## config.mk

```make
export PLATFORM = sky130hd
export DESIGN_NAME = coll_pair_sched_flat
export DESIGN_NICKNAME = d
export VERILOG_FILES = /design/src/rtl/coll_pair_sched_if.sv /design/src/rtl/coll_pair_sched.sv /design/src/flat_wrapper.sv
export SDC_FILE = /design/constraint.sdc
export NUM_CORES = 1
export LEC_CHECK = 0
export ABC_AREA = 1
export BUFFER_PORTS_ARGS = -buffer_cell sky130_fd_sc_hd__buf_2
export CELL_PAD_IN_SITES_DETAIL_PLACEMENT = 0
export CELL_PAD_IN_SITES_GLOBAL_PLACEMENT = 1
export CORE_ASPECT_RATIO = 2
export CORE_MARGIN = 2
export CORE_UTILIZATION = 40
export DETAILED_ROUTE_END_ITERATION = 12
export GPL_TIMING_DRIVEN = 0
export HOLD_SLACK_MARGIN = 0.1
export PLACE_DENSITY_LB_ADDON = 0.1
export SKIP_LAST_GASP = 1
export SLEW_MARGIN = 30
export SYNTH_ARGS = -nofsm -noshare
export SYNTH_HDL_FRONTEND = slang
export SYNTH_SLANG_ARGS = --single-unit
```

## constraint.sdc

```tcl
create_clock -name clk -period 2.15 [get_ports clk]
set_input_delay 0.3225 -clock clk [delete_from_list [all_inputs] [get_ports clk]]
set_output_delay 0.3225 -clock clk [all_outputs]
set_load 0.03 [all_outputs]
```

## src/rtl/coll_pair_sched_if.sv

```systemverilog
// Detector operand bus and hit stream between coll_pair_sched (master) and its
// detector / collision-response consumer (slave).
interface coll_pair_sched_if #(
    parameter int IDX_W = 3
);
    logic [15:0]      det_x1, det_y1, det_vx1, det_vy1;
    logic [15:0]      det_x2, det_y2, det_vx2, det_vy2;
    logic [31:0]      det_r;
    logic             det_trial;
    logic             hit_valid;
    logic             hit_ready;
    logic [IDX_W-1:0] hit_i;
    logic [IDX_W-1:0] hit_j;

    modport master (
        output det_x1, det_y1, det_vx1, det_vy1,
        output det_x2, det_y2, det_vx2, det_vy2,
        output det_r, hit_valid, hit_i, hit_j,
        input  det_trial, hit_ready
    );

    modport slave (
        input  det_x1, det_y1, det_vx1, det_vy1,
        input  det_x2, det_y2, det_vx2, det_vy2,
        input  det_r, hit_valid, hit_i, hit_j,
        output det_trial, hit_ready
    );
endinterface

```

## src/rtl/coll_pair_sched.sv

```systemverilog
// Walks every unordered object pair (i<j), feeds the collision detector and streams hits.
// Optional macro COLL_SCHED_HIT_FIFO_EN: 4-entry hit FIFO instead of a PUSH handshake stall.
module coll_pair_sched #(
    parameter int N_OBJ = 8,
    parameter int IDX_W = 3,
    parameter int CNT_W = 8
) (
    input  logic                 clk,
    input  logic                 rst_n,
    input  logic                 wr_en,
    input  logic [IDX_W-1:0]     wr_idx,
    input  logic [15:0]          wr_x,
    input  logic [15:0]          wr_y,
    input  logic [15:0]          wr_vx,
    input  logic [15:0]          wr_vy,
    input  logic                 start,
    input  logic [31:0]          r_thresh,
    coll_pair_sched_if.master    bus,
    output logic                 busy,
    output logic                 done,
    output logic [CNT_W-1:0]     hit_count
);
    typedef struct packed {
        logic [15:0] x;
        logic [15:0] y;
        logic [15:0] vx;
        logic [15:0] vy;
    } obj_t;

    typedef enum logic [2:0] {S_IDLE, S_ISSUE, S_SAMPLE, S_PUSH, S_DONE} state_t;

    localparam logic [IDX_W-1:0] LAST_J = IDX_W'(N_OBJ - 1);
    localparam logic [IDX_W-1:0] LAST_I = IDX_W'(N_OBJ - 2);

    state_t           state_q, state_d;
    logic [IDX_W-1:0] i_q, i_d, j_q, j_d;
    logic [31:0]      r_q, r_d;
    logic [CNT_W-1:0] cnt_q, cnt_d;
    obj_t             det1_q, det1_d, det2_q, det2_d;
    obj_t             tbl_rd [N_OBJ];
    obj_t             wr_obj;
    logic             tbl_we;
    logic             adv;

    assign wr_obj = {wr_x, wr_y, wr_vx, wr_vy};
    assign tbl_we = wr_en && (state_q == S_IDLE);

    // Register-based table: every entry must clear on reset. Out-of-range indices match no entry.
    genvar gi;
    for (gi = 0; gi < N_OBJ; gi++) begin : g_tbl
        obj_t ent_q;
        always_ff @(posedge clk or negedge rst_n) begin
            if (!rst_n)
                ent_q <= '0;
            else if (tbl_we && wr_idx == IDX_W'(gi))
                ent_q <= wr_obj;
        end
        assign tbl_rd[gi] = ent_q;
    end

`ifdef COLL_SCHED_HIT_FIFO_EN
    localparam int FIFO_D = 4;
    logic [2*IDX_W-1:0] fifo_q [FIFO_D];
    logic [1:0]         wp_q, wp_d, rp_q, rp_d;
    logic [2:0]         fcnt_q, fcnt_d;
    logic               fifo_full, fifo_empty, push, pop;

    assign fifo_full  = (fcnt_q == 3'd4);
    assign fifo_empty = (fcnt_q == 3'd0);
    assign pop        = !fifo_empty && bus.hit_ready;

    always_comb begin
        wp_d   = push ? wp_q + 2'd1 : wp_q;
        rp_d   = pop  ? rp_q + 2'd1 : rp_q;
        fcnt_d = fcnt_q + 3'(push) - 3'(pop);
    end

    always_ff @(posedge clk or negedge rst_n) begin
        if (!rst_n) begin
            for (int k = 0; k < FIFO_D; k++) fifo_q[k] <= '0;
            wp_q   <= '0;
            rp_q   <= '0;
            fcnt_q <= '0;
        end else begin
            if (push) fifo_q[wp_q] <= {i_q, j_q};
            wp_q   <= wp_d;
            rp_q   <= rp_d;
            fcnt_q <= fcnt_d;
        end
    end

    assign bus.hit_valid            = !fifo_empty;
    assign {bus.hit_i, bus.hit_j}   = fifo_q[rp_q];
`else
    logic [IDX_W-1:0] hit_i_q, hit_i_d, hit_j_q, hit_j_d;

    always_ff @(posedge clk or negedge rst_n) begin
        if (!rst_n) begin
            hit_i_q <= '0;
            hit_j_q <= '0;
        end else begin
            hit_i_q <= hit_i_d;
            hit_j_q <= hit_j_d;
        end
    end

    assign bus.hit_valid = (state_q == S_PUSH);
    assign bus.hit_i     = hit_i_q;
    assign bus.hit_j     = hit_j_q;
`endif

    always_comb begin
        state_d = state_q;
        i_d     = i_q;
        j_d     = j_q;
        r_d     = r_q;
        cnt_d   = cnt_q;
        det1_d  = det1_q;
        det2_d  = det2_q;
        adv     = 1'b0;
`ifdef COLL_SCHED_HIT_FIFO_EN
        push    = 1'b0;
`else
        hit_i_d = hit_i_q;
        hit_j_d = hit_j_q;
`endif
        case (state_q)
            S_IDLE: begin
                if (start) begin
                    r_d     = r_thresh;
                    i_d     = '0;
                    j_d     = IDX_W'(1);
                    cnt_d   = '0;
                    state_d = S_ISSUE;
                end
            end
            S_ISSUE: begin
                det1_d  = tbl_rd[i_q];
                det2_d  = tbl_rd[j_q];
                state_d = S_SAMPLE;
            end
            S_SAMPLE: begin
`ifdef COLL_SCHED_HIT_FIFO_EN
                if (!(bus.det_trial && fifo_full)) begin
                    adv = 1'b1;
                    if (bus.det_trial) begin
                        push  = 1'b1;
                        cnt_d = (&cnt_q) ? cnt_q : cnt_q + 1'b1;
                    end
                end
`else
                if (bus.det_trial) begin
                    cnt_d   = (&cnt_q) ? cnt_q : cnt_q + 1'b1;
                    hit_i_d = i_q;
                    hit_j_d = j_q;
                    state_d = S_PUSH;
                end else begin
                    adv = 1'b1;
                end
`endif
            end
            S_PUSH: begin
`ifdef COLL_SCHED_HIT_FIFO_EN
                // With the FIFO, PUSH only waits for the final drain before DONE.
                if (fifo_empty) state_d = S_DONE;
`else
                if (bus.hit_ready) adv = 1'b1;
`endif
            end
            S_DONE:  state_d = S_IDLE;
            default: state_d = S_IDLE;
        endcase

        if (adv) begin
            if (j_q != LAST_J) begin
                j_d     = j_q + 1'b1;
                state_d = S_ISSUE;
            end else if (i_q != LAST_I) begin
                i_d     = i_q + 1'b1;
                j_d     = i_q + IDX_W'(2);
                state_d = S_ISSUE;
            end else begin
`ifdef COLL_SCHED_HIT_FIFO_EN
                state_d = (fifo_empty && !push) ? S_DONE : S_PUSH;
`else
                state_d = S_DONE;
`endif
            end
        end
    end

    always_ff @(posedge clk or negedge rst_n) begin
        if (!rst_n) begin
            state_q <= S_IDLE;
            i_q     <= '0;
            j_q     <= '0;
            r_q     <= '0;
            cnt_q   <= '0;
            det1_q  <= '0;
            det2_q  <= '0;
        end else begin
            state_q <= state_d;
            i_q     <= i_d;
            j_q     <= j_d;
            r_q     <= r_d;
            cnt_q   <= cnt_d;
            det1_q  <= det1_d;
            det2_q  <= det2_d;
        end
    end

    assign bus.det_x1  = det1_q.x;
    assign bus.det_y1  = det1_q.y;
    assign bus.det_vx1 = det1_q.vx;
    assign bus.det_vy1 = det1_q.vy;
    assign bus.det_x2  = det2_q.x;
    assign bus.det_y2  = det2_q.y;
    assign bus.det_vx2 = det2_q.vx;
    assign bus.det_vy2 = det2_q.vy;
    assign bus.det_r   = r_q;
    assign busy        = (state_q != S_IDLE);
    assign done        = (state_q == S_DONE);
    assign hit_count   = cnt_q;
endmodule

```

## src/flat_wrapper.sv

```systemverilog
// flat-port wrapper written by rule: the top's interface ports become plain ports
module coll_pair_sched_flat 
#(
    parameter int N_OBJ = 8,
    parameter int IDX_W = 3,
    parameter int CNT_W = 8
)
  (clk, rst_n, wr_en, wr_idx, wr_x, wr_y, wr_vx, wr_vy, start, r_thresh, busy, done, hit_count, bus_det_x1, bus_det_y1, bus_det_vx1, bus_det_vy1, bus_det_x2, bus_det_y2, bus_det_vx2, bus_det_vy2, bus_det_r, bus_hit_valid, bus_hit_i, bus_hit_j, bus_det_trial, bus_hit_ready);
  coll_pair_sched_if #(.IDX_W(IDX_W)) bus_i ();
  input  logic clk;
  input  logic rst_n;
  input  logic wr_en;
  input  logic [IDX_W-1:0] wr_idx;
  input  logic [15:0] wr_x;
  input  logic [15:0] wr_y;
  input  logic [15:0] wr_vx;
  input  logic [15:0] wr_vy;
  input  logic start;
  input  logic [31:0] r_thresh;
  output logic busy;
  output logic done;
  output logic [CNT_W-1:0] hit_count;
  output wire logic [$bits(bus_i.det_x1)-1:0] bus_det_x1;
  output wire logic [$bits(bus_i.det_y1)-1:0] bus_det_y1;
  output wire logic [$bits(bus_i.det_vx1)-1:0] bus_det_vx1;
  output wire logic [$bits(bus_i.det_vy1)-1:0] bus_det_vy1;
  output wire logic [$bits(bus_i.det_x2)-1:0] bus_det_x2;
  output wire logic [$bits(bus_i.det_y2)-1:0] bus_det_y2;
  output wire logic [$bits(bus_i.det_vx2)-1:0] bus_det_vx2;
  output wire logic [$bits(bus_i.det_vy2)-1:0] bus_det_vy2;
  output wire logic [$bits(bus_i.det_r)-1:0] bus_det_r;
  output wire logic [$bits(bus_i.hit_valid)-1:0] bus_hit_valid;
  output wire logic [$bits(bus_i.hit_i)-1:0] bus_hit_i;
  output wire logic [$bits(bus_i.hit_j)-1:0] bus_hit_j;
  input wire logic [$bits(bus_i.det_trial)-1:0] bus_det_trial;
  input wire logic [$bits(bus_i.hit_ready)-1:0] bus_hit_ready;
  assign bus_det_x1 = bus_i.det_x1;
  assign bus_det_y1 = bus_i.det_y1;
  assign bus_det_vx1 = bus_i.det_vx1;
  assign bus_det_vy1 = bus_i.det_vy1;
  assign bus_det_x2 = bus_i.det_x2;
  assign bus_det_y2 = bus_i.det_y2;
  assign bus_det_vx2 = bus_i.det_vx2;
  assign bus_det_vy2 = bus_i.det_vy2;
  assign bus_det_r = bus_i.det_r;
  assign bus_hit_valid = bus_i.hit_valid;
  assign bus_hit_i = bus_i.hit_i;
  assign bus_hit_j = bus_i.hit_j;
  assign bus_i.det_trial = bus_det_trial;
  assign bus_i.hit_ready = bus_hit_ready;
  coll_pair_sched #(.N_OBJ(N_OBJ), .IDX_W(IDX_W), .CNT_W(CNT_W)) u_core (.clk(clk), .rst_n(rst_n), .wr_en(wr_en), .wr_idx(wr_idx), .wr_x(wr_x), .wr_y(wr_y), .wr_vx(wr_vx), .wr_vy(wr_vy), .start(start), .r_thresh(r_thresh), .bus(bus_i), .busy(busy), .done(done), .hit_count(hit_count));
endmodule
```

**After elaboration in Yosys (flattened, before gate mapping)**

Cells that the tools add are included.
W data, S select, Z words.

- Equal/unequal tests: 19
- Muxes and demuxes: 29
- $add $sub $neg: 4
- Reduce and logical (&&, ||, !) cells: 18
- Magnitude comparators: 2
- Bitwise logic cells: 2

Operator list:

| operator | number |
|---|---|
| $bmux W64 S3 | 2 |
| $mux W64 | 4 |
| $mux W3 | 15 |
| $mux W8 | 3 |
| $pmux W8 S2 | 1 |
| $eq A3 B3 Y1 const B | 5 |
| $eq A3 B2 Y1 const B | 4 |
| $pmux W3 S4 | 1 |
| $logic_and A1 B1 Y1 | 9 |
| $add A8 B1 Y8 const B | 1 |
| $ge A4 B4 Y1 const B | 2 |
| $not A3 Y4 | 2 |
| $reduce_and A8 Y1 | 1 |
| $add A3 B1 Y3 const B | 2 |
| $eq A3 B1 Y1 const B | 2 |
| $logic_not A3 Y1 | 2 |
| $ne A2 B2 Y1 const B | 3 |
| $ne A3 B2 Y1 const B | 2 |
| $ne A3 B3 Y1 const B | 2 |
| $reduce_and A2 Y1 | 2 |
| $reduce_and A4 Y1 | 1 |
| $add A3 B2 Y3 const B | 1 |
| $reduce_and A3 Y1 | 1 |
| $reduce_bool A3 Y1 | 1 |
| 4 further kinds | 5 |

- Flip-flop bits (word level): 695
- Logic and storage cells: 121
- Input bits: 105
- Output and inout port bits: 177

**Logic depth before layout (Yosys ltp)**

- Depth in word-level cells: 5
- Mapped depth: 9
- Mapped depth without buffers: 8

**Worst setup path after synthesis**

No wires, ideal clock.

- Path kind: reg-to-reg
- From: reg u_core.cnt_q[0], in the netlist u_core.hit_count[0]
- To: reg u_core.cnt_q[3], in the netlist u_core.hit_count[3]
- Arrival: 1.517 ns
- Buffers on the path: 1
- Cell stages (with the launch flop): 9
- Clock period less this slack: 1.593 ns
- Data required time: 2.074 ns
- Path slack: 0.557 ns
- Setup time: 0.076 ns
- Path through: dfrtp_1 -> ha_1 -> nand2_1 -> nor2_1 -> nand2_1 -> nand2_1 -> buf_2 -> nand2_1 -> o21ai_1

- Cells in the longest elaborated chain, start to end: 4
- Elaborated cells on any way between the ends: 7
- Those cells by class: 1 x add/sub; 1 x eq/ne; 3 x mux; 2 x reduce/logical

Ends and longest elaborated chain:

| what | RTL line | text |
|---|---|---|
| start: declaration | coll_pair_sched.sv:38 | `logic [CNT_W-1:0] cnt_q, cnt_d;` |
| start signal: assignment | coll_pair_sched.sv:206 | `cnt_q <= cnt_d;` |
| $add A8 B1 Y8 | coll_pair_sched.sv:153 | `cnt_d = (&cnt_q) ? cnt_q : cnt_q + 1'b1;` |
| $mux W8 | coll_pair_sched.sv:153 |  |
| $mux W8 | coll_pair_sched.sv:152 | `if (bus.det_trial) begin` |
| $pmux W8 S2 | coll_pair_sched.sv:127 | `case (state_q)` |

Parallel ways exist; a longest one is shown, timed or not. The select of a mux whose other input is x is not followed.
A chain may end at the register's enable or synchronous reset.

**Worst setup path in the final report**

- From: reg u_core.j_q[0]
- To: reg u_core.det2_q (netlist bit u_core.bus.det_vy2[14])

- Cells in the longest elaborated chain, start to end: 4

Ends and longest elaborated chain:

| what | RTL line | text |
|---|---|---|
| start: declaration | coll_pair_sched.sv:36 | `logic [IDX_W-1:0] i_q, i_d, j_q, j_d;` |
| start signal: assignment | coll_pair_sched.sv:204 | `j_q <= j_d;` |
| $not A3 Y4 (implied by the code) | coll_pair_sched.sv:139 | `det2_d = tbl_rd[j_q];` |
| $bmux W64 S3 | coll_pair_sched.sv:139 |  |
| $mux W64 (implied by the code) (2 in series) | coll_pair_sched.sv:139 |  |
| end signal: assignment | coll_pair_sched.sv:208 | `det2_q <= det2_d;` |
| end: declaration | coll_pair_sched.sv:39 | `obj_t det1_q, det1_d, det2_q, det2_d;` |

No other way between the ends. The select of a mux whose other input is x is not followed.

==> metrics.yaml <==
final_layout:
  largest_reg_flops: 512
  fin_area_mm2: 0.0425
  drive_gt1_share_pct: 13.5
  syn_to_final_growth_pct: 19.1
  seq_area_mm2: 0.0174
  num-fill-cells: 9208
  multi_input_area_mm2: 0.0143
  nets: 5383
  largest-register: "u_core.g_tbl.ent_q"
die:
  dieWidth_um: 215
  design.core.area_mm2: 0.0888
  rows: 155
  ios: 282
  fp.dieH_um: 427
  floorplan.initialDensity_pct: 40.2
  die-area_mm2: 0.0918
sta:
  fmax_ghz: 0.471
  worst_slew_pin_slew_ps: 740
  rsz0062_at_grt: "true"
  setup_tns_ps: 0
  fin_skew_ps: 25.6
  setup_violations: 0
  fin_hold_ws_ps: -127
  finalMaxSlewViolations: 0
  hold_viol_final: 149
  fin_crit_sh_pct: 98.8
  slew-limit-headroom_pct: 50.7
  post-route-min-period_ps: 2120
global_route:
  grt_max_degree: 106
  antenna_found_initial: 3
  grt_pass1_wl_mm: 216
  grt_pass1_vias: 33600
  overflow: 0
  grt_use_total_pct: 31.4
synthesis:
  ys_types: 26
  synthCells: 4866
  ys_async_sr_fraction_pct: 100
  synth-main-ff-cell: "dfrtp_1"
  netlist_area_mm2: 0.0357
  synth.avg_cell_area_um2: 7.34
  yosysTopAreaCellShare_pct: 48.7
  syn_nets: 4976
  synth_seq_cells: 695
  synth_edf_count: 0
  seq_area_frac_synth_pct: 48.7
  yosysMostFrequentCell: "nand2_1"
  synthTopCellsByCount: "nand2_1, dfrtp_1, inv_1"
  yosys_warnings: 0
  synth_area_leaders: "dfrtp_1, nand2_1, nand3_1, inv_1, o21ai_1"
  yosysTopAreaCell: "dfrtp_1"
setup_path:
  startpoint_type: "flop"
  rr_startpoint: "u_core.j_q[0]"
  crit_buf_inv: 4
  cp_top_family: "buffers and inverters"
  worst_path_most_repeated_cell: "nand3_1"
  path_class: "reg -> reg"
  worst_ep_required_time_ps: 2720
  rrSetupSlack_ps: 30
  cp_slowest_stage_delay_ps: 440
  critPathSlowestCell: "dfrtp_1"
  r2r_end: "u_core.bus.det_vy2[14]"
  cp-end-kind: "flop"
  cp.arrival_ps: 2700
  cp_max_fo: 10
  rr_worst_depth: 9
  path_cells: "buf_4 > clkinv_1 > clkbuf_4 > buf_2 > nand2_1 > nand3_1 > nand3_1 > nand3_1 > nand2_1"
cts:
  ctsHoldBuffers: 103
  clk_path_buf_depth: 3
  insertion_delay_ps: 690
  clk_pin_slew_ps: 70
  clock_sinks: 695
  cts_root_buf: "clkbuf_16"
  cts_tree: "built"
  numCtsBuffers: 70
  htreeDepth: 3
place:
  io_buffers: 217
  place_hpwl_mm: 101
  postPlaceCellArea_mm2: 0.0385
  place.gp.congestion: 0.897
routing:
  ant_nets: 0
  drc: 0
  wirelength_mm: 144
  firstDrtPassIters: 6
  wl_per_cell_um: 22.2
  avgViaCountPerCell: 5.30
  detail_route.iter0.violations: 3139
  dr_total_vias: 34500
pwr:
  power-per-cell-area_mw_per_mm2: 1530
  power.leakage_nw: 21.1
  vdd.ir_drop.worst_uv: 971
status:
  status: "finished with violations"
  violations: "negative hold slack"
flow_run:
  drv_cap: 0
hold_path:
  min_path_type: "in -> async"
==> placed cells by master (no fill, tap or decap), types with 2 or more instances in the layout <==
| cell | instances |
|---|---|
| clkbuf_16 | 74 |
| nand3_1 | 539 |
| nor2_4 | 4 |
| o211ai_1 | 192 |
| buf_4 | 52 |
| clkinvlp_4 | 3 |
| nor2_1 | 16 |
| buf_2 | 373 |
| dfrtp_1 | 694 |
| o21ai_1 | 408 |
| inv_6 | 3 |
| inv_1 | 592 |
| clkbuf_8 | 11 |
| buf_16 | 12 |
| dlygate4sd3_1 | 99 |
| bufinv_16 | 7 |
| nand4_1 | 65 |
| buf_1 | 8 |
| diode_2 | 3 |
| buf_12 | 4 |
| a21oi_1 | 2 |
| nand2_1 | 1808 |
| ha_1 | 5 |
| clkbuf_2 | 105 |
| clkinv_2 | 16 |
| o21bai_1 | 2 |
| clkbuf_4 | 43 |
| clkinv_1 | 7 |
| o21ai_0 | 125 |
| clkbuf_1 | 39 |
| buf_6 | 5 |
| nor3_1 | 3 |
==> repair_timing <==
item,4_1_cts,5_1_grt
resized for setup,147,101
pin swaps,1,1
setup buffers,3,6
setup endpoints to repair,506,413
hold endpoints to repair,800,198
==> report_power, final <==
part           switching [mW]  leakage, nW  total, mW  internal [mW]
clock                    5.82         1.19       13.4           7.55
sequential               2.86         7.80       22.1           19.3
combinational            20.7         12.1       29.5           8.79
==> through the flow <==
| step | worst slack [ps] | hold slack (ps) | utilization (%) | instances | total power, mW |
|---|---|---|---|---|---|
| 2_1_floorplan | 557 | 26.9 | - | 4866 | 40.7 |
| 3_3_place_gp | -15260 | 457 | 43.1 | 6260 | 50.5 |
| 3_5_place_dp | -604 | 243 | 43.4 | 6269 | 51.0 |
| 4_1_cts | -112 | -74.6 | 47.7 | 6501 | 64.9 |
| 5_1_grt | -68.2 | -50.5 | 47.9 | 6507 | 69.2 |
| 6_report | 25.4 | -127 | 47.9 | 6509 | 65.1 |
==> final cells by class <==
type / instances / area share, %
antenna: 3 / 0.0176
buffer: 392 / 5.12
clock buffer: 97 / 4.81
clock inverter: 31 / 0.856
inverter: 601 / 5.31
multi-input combinational: 3175 / 33.6
sequential: 695 / 40.9
tap: 1177 / 3.46
timing repair buffer: 338 / 5.98
==> routing by layer <==
metal | vias to the layer above | track usage, % | share of wire (%)
met5 | - | 0 | 0.0090
met4 | 2 | 13.7 | 4.1
met3 | 278 | 4.47 | 6.4
met2 | 1377 | 51.4 | 47
met1 | 16700 | 41.4 | 42
li1 | 16200 | - | -
==> worst max path at each step <==
stage,startpoint,end,slack (ps),cells after the start
final,u_core.j_q[0],u_core.bus.det_vy2[14],30,9
after detailed placement,u_core.i_q[1],u_core.bus.det_vx1[8],-600,7
after global routing,u_core.state_q[0],bus_hit_valid,-70,3
after global placement,rst_n,u_core.bus.det_vx2[6],-15260,1
after CTS,u_core.state_q[0],u_core.bus.det_y2[11],-110,8
after floorplan,u_core.hit_count[0],u_core.hit_count[3],560,8
==> worst register-to-register path: cells and delay by family, from the launching register on <==
| family | cells | cell delay, ps |
|---|---|---|
| DFF | 1 | 440 |
| and+or+nand+nor | 5 | 570 |
| buffers and inverters | 4 | 1000 |
==> kinds of logic after synthesis <==
logic type | after synthesis | synth area share (%)
AO/OA/AOI/OAI | 730 | 11.6
XOR/XNOR | 1 | 0.0245
adder cells (fa/ha/maj) | 5 | 0.175
buffers and inverters | 996 | 11.4
flip-flops | 695 | 48.7
AND/OR/NAND/NOR | 2439 | 28.1
No activity file was read; power rests on OpenSTA's default activity.
